===== src/rtl/jump_command_gen.sv =====
// ---------------------------------------------------------------------------
// jump_command_gen
//
// Purpose:
//   Producer side of the player movement interface. Raw push buttons are
//   synchronised, debounced and edge-detected; simultaneous presses are
//   arbitrated (big > small > drop) and turned into a one-hot `operation`
//   command that is held until the first frame tick. The manoeuvre length is
//   then tracked in frame ticks so no new command is issued while a jump or
//   drop is still running.
//
// Ports:
//   clk        system clock, single clock domain
//   reset      asynchronous, active-high reset
//   enable     game running; low pauses the frame tick and all manoeuvres
//   key_big    raw button, active-high, asynchronous to clk
//   key_small  raw button, active-high, asynchronous to clk
//   key_drop   raw button, active-high, asynchronous to clk
//   operation  one-hot command: 001 big jump, 010 small jump, 100 drop
//   update     one-clk frame tick
//   busy       high while a manoeuvre is issued or in progress
//
// Optional feature (macro JUMP_CMD_BUFFER_EN):
//   When defined, the first arbitrated press seen while busy is held in a
//   one-deep pending register and issued as soon as the current manoeuvre
//   finishes. When undefined, presses while busy are discarded.
// ---------------------------------------------------------------------------
module jump_command_gen #(
  parameter int UPDATE_DIV      = 833334,
  parameter int DEBOUNCE_CYCLES = 500000,
  parameter int BIG_LEN         = 10,
  parameter int SMALL_LEN       = 15,
  parameter int DROP_LEN        = 9
) (
  input  logic       clk,
  input  logic       reset,
  input  logic       enable,
  input  logic       key_big,
  input  logic       key_small,
  input  logic       key_drop,
  output logic [2:0] operation,
  output logic       update,
  output logic       busy
);

  // A length of 0 would never complete, so it is promoted to 1.
  localparam int BIG_EFF   = (BIG_LEN   < 1) ? 1 : BIG_LEN;
  localparam int SMALL_EFF = (SMALL_LEN < 1) ? 1 : SMALL_LEN;
  localparam int DROP_EFF  = (DROP_LEN  < 1) ? 1 : DROP_LEN;
  localparam int MAX_A     = (BIG_EFF > SMALL_EFF) ? BIG_EFF : SMALL_EFF;
  localparam int MAX_LEN   = (MAX_A > DROP_EFF) ? MAX_A : DROP_EFF;

  localparam int STEP_W = $clog2(MAX_LEN + 1);
  localparam int TICK_W = $clog2(UPDATE_DIV);
  localparam int DEB_W  = $clog2(DEBOUNCE_CYCLES + 1);

  localparam logic [STEP_W-1:0] BIG_STEPS   = STEP_W'(BIG_EFF);
  localparam logic [STEP_W-1:0] SMALL_STEPS = STEP_W'(SMALL_EFF);
  localparam logic [STEP_W-1:0] DROP_STEPS  = STEP_W'(DROP_EFF);
  localparam logic [TICK_W-1:0] TICK_LAST   = TICK_W'(UPDATE_DIV - 1);
  localparam logic [DEB_W-1:0]  DEB_LAST    = DEB_W'(DEBOUNCE_CYCLES - 1);

  typedef enum logic [1:0] {IDLE, ISSUE, ACTIVE} state_t;

  // Bit order for all per-key vectors: [0] big, [1] small, [2] drop.
  logic [2:0]        raw_keys, sync_meta, sync_keys, deb_keys, deb_prev, presses;
  logic [DEB_W-1:0]  deb_cnt [3];
  logic [2:0]        arb_op;
  logic              press_any;
  logic [TICK_W-1:0] tick_cnt;
  logic              tick_last;

  state_t            state, state_next;
  logic [2:0]        op_reg, op_next, launch_op;
  logic [STEP_W-1:0] len_reg, len_next, step, step_next, step_inc;
  logic              launch;

  function automatic logic [STEP_W-1:0] len_of(input logic [2:0] op);
    case (op)
      3'b001:  return BIG_STEPS;
      3'b010:  return SMALL_STEPS;
      default: return DROP_STEPS;
    endcase
  endfunction

  assign raw_keys = {key_drop, key_small, key_big};

  // Two-flop synchroniser bringing the asynchronous buttons into clk.
  always_ff @(posedge clk or posedge reset) begin
    if (reset) begin
      sync_meta <= '0;
      sync_keys <= '0;
    end else begin
      sync_meta <= raw_keys;
      sync_keys <= sync_meta;
    end
  end

  // Per-key debounce: the debounced state only flips after DEBOUNCE_CYCLES
  // consecutive samples disagree with it; any agreeing sample restarts the
  // count. deb_prev keeps last cycle's state for rising-edge detection.
  always_ff @(posedge clk or posedge reset) begin
    if (reset) begin
      deb_keys <= '0;
      deb_prev <= '0;
      for (int i = 0; i < 3; i++) deb_cnt[i] <= '0;
    end else begin
      deb_prev <= deb_keys;
      for (int i = 0; i < 3; i++) begin
        if (sync_keys[i] == deb_keys[i]) begin
          deb_cnt[i] <= '0;
        end else if (deb_cnt[i] == DEB_LAST) begin
          deb_cnt[i]  <= '0;
          deb_keys[i] <= ~deb_keys[i];
        end else begin
          deb_cnt[i] <= deb_cnt[i] + DEB_W'(1);
        end
      end
    end
  end

  assign presses   = deb_keys & ~deb_prev;
  assign press_any = |presses;
  assign arb_op    = presses[0] ? 3'b001 :
                     presses[1] ? 3'b010 :
                     presses[2] ? 3'b100 : 3'b000;

  // Frame tick divider. It freezes while paused so a resumed game continues
  // from exactly the same phase; update is gated by enable so a frozen
  // terminal count cannot produce a stretched pulse.
  always_ff @(posedge clk or posedge reset) begin
    if (reset) begin
      tick_cnt <= '0;
    end else if (enable) begin
      tick_cnt <= tick_last ? '0 : tick_cnt + TICK_W'(1);
    end
  end

  assign tick_last = (tick_cnt == TICK_LAST);
  assign update    = enable && tick_last;

`ifdef JUMP_CMD_BUFFER_EN
  logic [2:0] pend_op;
  logic       pend_take;

  // One-deep pending command: only the first press while busy is kept.
  always_ff @(posedge clk or posedge reset) begin
    if (reset) begin
      pend_op <= '0;
    end else if (pend_take) begin
      pend_op <= '0;
    end else if (busy && press_any && (pend_op == 3'b000)) begin
      pend_op <= arb_op;
    end
  end
`endif

  // Manoeuvre state register together with the latched command, its length
  // and the number of frame ticks already completed.
  always_ff @(posedge clk or posedge reset) begin
    if (reset) begin
      state   <= IDLE;
      op_reg  <= '0;
      len_reg <= '0;
      step    <= '0;
    end else begin
      state   <= state_next;
      op_reg  <= op_next;
      len_reg <= len_next;
      step    <= step_next;
    end
  end

  assign step_inc = step + STEP_W'(1);

  // Next-state logic. The update seen in ISSUE is step 1; the manoeuvre ends
  // on the update that completes step len_reg. A new command can only start
  // from a cycle whose next state would be IDLE, so a press coinciding with
  // the final update is lost unless the pending buffer is present.
  always_comb begin
    state_next = state;
    op_next    = op_reg;
    len_next   = len_reg;
    step_next  = step;
    launch     = 1'b0;
    launch_op  = arb_op;
`ifdef JUMP_CMD_BUFFER_EN
    pend_take  = 1'b0;
`endif
    case (state)
      IDLE: begin
        launch = enable && press_any;
      end
      ISSUE: begin
        if (update) begin
          step_next  = step_inc;
          state_next = (step_inc == len_reg) ? IDLE : ACTIVE;
        end
      end
      ACTIVE: begin
        if (update) begin
          step_next = step_inc;
          if (step_inc == len_reg) state_next = IDLE;
        end
      end
      default: state_next = IDLE;
    endcase
`ifdef JUMP_CMD_BUFFER_EN
    if (enable && (pend_op != 3'b000) && (state_next == IDLE)) begin
      launch    = 1'b1;
      launch_op = pend_op;
      pend_take = 1'b1;
    end
`endif
    if (launch) begin
      state_next = ISSUE;
      op_next    = launch_op;
      len_next   = len_of(launch_op);
      step_next  = '0;
    end
  end

  assign busy      = (state != IDLE);
  assign operation = (state == ISSUE) ? op_reg : 3'b000;

endmodule


===== config.mk =====
export PLATFORM = sky130hd
export DESIGN_NAME = jump_command_gen
export DESIGN_NICKNAME = d
export VERILOG_FILES = /design/src/rtl/jump_command_gen.sv
export SDC_FILE = /design/constraint.sdc
export NUM_CORES = 1
export LEC_CHECK = 0
export CAP_MARGIN = 10
export CORE_ASPECT_RATIO = 0.5
export CORE_MARGIN = 10
export CORE_UTILIZATION = 50
export CTS_CLUSTER_DIAMETER = 120
export CTS_CLUSTER_SIZE = 20
export DETAILED_ROUTE_END_ITERATION = 8
export GPL_TIMING_DRIVEN = 0
export HOLD_SLACK_MARGIN = 0.03
export PLACE_DENSITY = 0.76
export SYNTH_ARGS = -nofsm -noshare
export SYNTH_HDL_FRONTEND = slang
export SYNTH_SLANG_ARGS = --single-unit

===== constraint.sdc =====
create_clock -name clk -period 4.79 [get_ports clk]
set_input_delay 1.1975 -clock clk [delete_from_list [all_inputs] [get_ports clk]]
set_output_delay 1.1975 -clock clk [all_outputs]
set_load 0.02 [all_outputs]

**Yosys cells after proc, flatten, opt, wreduce, memory -nomap -nowiden**

Cells that the tools add are included.

- Bits in registers: 102
- Word-level logic and storage cells: 78
- Bits of input ports: 6
- Output and inout port bits: 5

- Add/subtract/negate cells: 5
- Equality and inequality tests: 16
- Reductions and logical operators: 13
- Bitwise logic cells: 8
- Mux-type cells: 22

Operators with widths:

| operator | number |
|---|---|
| $mux W19 | 6 |
| $add A19 B1 Y19 const B | 3 |
| $eq A19 B19 Y1 const B | 3 |
| $add A20 B1 Y20 const B | 1 |
| $eq A20 B20 Y1 const B | 1 |
| $mux W20 | 1 |
| $mux W3 | 4 |
| $mux W4 | 3 |
| $mux W2 | 5 |
| $ne A3 B3 Y1 const B | 3 |
| $reduce_and A2 Y1 | 4 |
| $not A1 Y1 | 6 |
| $pmux W2 S3 | 1 |
| $pmux W3 S2 | 1 |
| $reduce_bool A2 Y1 | 3 |
| $add A4 B1 Y4 const B | 1 |
| $eq A4 B4 Y1 | 1 |
| $reduce_and A4 Y1 | 1 |
| $and A3 B3 Y3 | 1 |
| $eq A1 B1 Y1 | 3 |
| $eq A3 B1 Y1 const B | 1 |
| $eq A3 B2 Y1 const B | 1 |
| $not A3 Y3 | 1 |
| $reduce_or A3 Y1 | 1 |
| other kinds (7) | 8 |

**Logic depth before layout (Yosys ltp)**

- Word-level depth: 7
- Depth in mapped cells: 8
- Gate-level depth less buffers: 8

**Least setup slack after synthesis**

Ideal clock, no wire load.

- Path kind: input -> output
- Start: in enable
- End: out update
- Slack: 1,457 ps
- Data arrival time: 2,136 ps
- Cell stages on the path: 6
- Data required time: 3,593 ps
- Buffers on the path: 2
- Path through: buf_4 > nand4_1 > nor3_4 > nand2_2 > clkinv_2 > buf_2

- Cells in the longest elaborated chain, start to end: 1

RTL lines:

| what | RTL line | source |
|---|---|---|
| start, declared | 37 | `input logic enable,` |
| $logic_and A1 B1 Y1 | 140 | `assign update = enable && tick_last;` |
| end, declared | 42 | `output logic update,` |

No other way between the ends.

**Final worst setup path**

Same ends and word-level chain as after synthesis.

==> impl_metrics.env <==
export IMPL_coreArea_um2=9380
export IMPL_rows=25
export IMPL_slew_limit_headroom=0.677
export IMPL_end_kind="output port"
export IMPL_drtPass1Iterations=4
export IMPL_syn_area_um2=4790
export IMPL_p_comb_frac=0.070
export IMPL_synth_seq_area_share=0.527
export IMPL_holdWs_ps=354
export IMPL_seqPwrFrac=0.519
export IMPL_finalInstanceArea_um2=5370
export IMPL_nets=499
export IMPL_portBuffers=9
export IMPL_synth_nets=478
export IMPL_ctsHtreeMaxLevel=3
export IMPL_setup_viol=0
export IMPL_drtAntennaViolNets=0
export IMPL_p_per_area_nw_per_um2=337
export IMPL_grt_max_degree=76
export IMPL_ys_flop_type="dfrtp_1"
export IMPL_syn_inst=463
export IMPL_final_setup_skew_ps=10.2
export IMPL_antennaDiodeCount=0
export IMPL_cts_root_buf="clkbuf_16"
export IMPL_top_regs="deb_cnt x57, tick_cnt x20, step x4"
export IMPL_drv_cap=0
export IMPL_fmax_mhz=243
export IMPL_clkPwrFrac=0.411
export IMPL_gp_congestion=0.830
export IMPL_cts_clk_slew_worst_paths_ps=70
export IMPL_r2r_end="tick_cnt[18]$_DFFE_PP0P_"
export IMPL_overflow=0
export IMPL_die_area_um2=14100
export IMPL_worst_pin_slew_ps=481
export IMPL_vias=3246
export IMPL_r2r_slack_ps=2860
export IMPL_intPower_uw=1360
export IMPL_area_growth_pct=12.1
export IMPL_antenna_found_initial=0
export IMPL_synth_common_cells="101 x dfrtp_1, 88 x nor2_1, 45 x xor2_1, 36 x nand3_1, 33 x xnor2_1"
export IMPL_ys_seq_elements=101
export IMPL_synth_area_per_cell_um2=10.4
export IMPL_reg2reg_depth=6
export IMPL_grt_pass1_vias=3226
export IMPL_whs_path_depth=0
export IMPL_clk_latency_ps=350
export IMPL_min_to="sync_keys[1]$_DFF_PP0_"
export IMPL_ys_top_cells_by_area="dfrtp_1 53%, xor2_1 8.2%, nor2_1 6.9%"
export IMPL_dpl_hpwl_um=5620
export IMPL_cts_sinks=101
export IMPL_synth_most_common_cell="dfrtp_1"
export IMPL_peakVddDrop_v=0.000144
export IMPL_cts_tree="done"
export IMPL_start_util=0.511
export IMPL_grt_pass1_wl_um=14500
export IMPL_numCtsBuffers=9
export IMPL_status="complete, no violations"
export IMPL_tns_ps=0
export IMPL_hold_path_startpoint="sync_meta[1]$_DFF_PP0_"
export IMPL_synth_edf_count=0
export IMPL_place_area_um2=5070
export IMPL_power_switching_share=0.248
export IMPL_grt_setup_unrepaired="false"
export IMPL_cts_setup_buffers=0
export IMPL_largest_register_ffs=57
export IMPL_min_period_ps=4110
export IMPL_viasPerCell=5.32
export IMPL_min_path_type="reg -> reg"
export IMPL_ys_warn_count=0
export IMPL_drive_gt1_frac=0.0961
export IMPL_die_w_um=158
export IMPL_ys_types=44
export IMPL_top_register="deb_cnt"
export IMPL_grt_usage=0.126
export IMPL_die_h_um=89.2
export IMPL_yosys_area_top_type_share=0.527
export IMPL_drtIter0Drc=163
export IMPL_place_ws_ps=683
export IMPL_io_pin_count=11
export IMPL_layout_worst_path_cycle_share=0.858
export IMPL_hold_violations=0
export IMPL_yosys_area_top_type="dfrtp_1"
export IMPL_start_kind="primary input"
export IMPL_cts_hold_buf=0
export IMPL_cts_resized_gates=0
export IMPL_cp_required_ps=3590
export IMPL_wl_per_cell_um=13.0
export IMPL_clk_path_buf_depth=2
export IMPL_async_flop_share=1.00
export IMPL_p_leak_uw=0.00238
export IMPL_path_max_fanout=10
export IMPL_cp_arrival_ps=2910
export IMPL_drc=0
export IMPL_timing_rr_start="tick_cnt[0]$_DFFE_PP0P_"
export IMPL_finalPower_uw=1810
export IMPL_layout_setup_ws_ps=678
export IMPL_drt_total_wl_um=7950
export IMPL_p_switching_uw=449
export IMPL_worstSetupPathType="in -> out"
export IMPL_drv_slew=0
==> power by group through the flow <==
stage	combinational (uW)	sequential [uW]	clock (uW)
floorplan	102	944	0
global placement	121	953	0
detailed placement	129	954	0
CTS	130	939	760
global route	145	946	803
finish	126	939	744
==> layer usage <==
metal  part of all wire  vias to the layer above  track usage  wire length (um)
met5                  0                        -            0                 0
met3              0.029                       12       0.0317               229
met1               0.49                     1609        0.155              3880
met2               0.46                       29        0.210              3690
li1                   -                     1596            -                 -
met4              0.018                        0       0.0526               140
==> metrics by stage <==
stage                     instances  utilization
after floorplan                 463            -
after global placement          593        0.537
after detailed placement        594        0.540
after CTS                       610        0.573
after global routing            610        0.573
final                           610        0.573
==> cells in the final DEF, fill, tap and decap left out, drive strengths merged, types with 4 or more instances in the layout <==
master         count
nor4               8
a21oi              6
nor4b              4
nand3             36
nand2             28
ha                 9
inv               19
dfrtp            101
nor3              13
clkbuf            10
mux2               5
buf               11
xor2              45
xnor2             33
nand4             18
and3              13
nor2              89
or2                4
clkdlybuf4s50      9
==> worst max-delay path by stage <==
stage	slack, ps	startpoint	cells past startpoint	endpoint
after floorplan	950	reset	1	deb_cnt[0]$_DFF_PP0_
after global placement	-460	reset	2	tick_cnt[0]$_DFFE_PP0P_
after detailed placement	680	enable	7	update
after CTS	670	enable	7	update
after global routing	560	enable	7	update
final	680	enable	7	update
==> critical path, cell delays in order <==
cell             delay, ps
buf_4                  140
nand4_1                140
nor3_4                 290
nand2_2                140
clkinv_2               110
buf_2                  230
clkdlybuf4s50_1        650
==> logic make-up after synthesis <==
family                     synth area share
buffers and inverters                0.0284
xor gates and xnor gates              0.142
muxes                                0.0138
AOI/OAI and AO/OA                    0.0201
adders and majority gates            0.0235
and+or+nand+nor                       0.245
DFF                                   0.527
==> cell type report <==
type | instances | area (um^2)
clock buffer | 10 | 229
inverter | 17 | 67.6
timing repair buffer | 10 | 118
fill | 796 | 4010
multi-input combinational | 335 | 2130
sequential | 101 | 2530
clock inverter | 6 | 78.8
tap | 121 | 151
buffer | 10 | 71.3
Power figures use the tool's default switching activity.
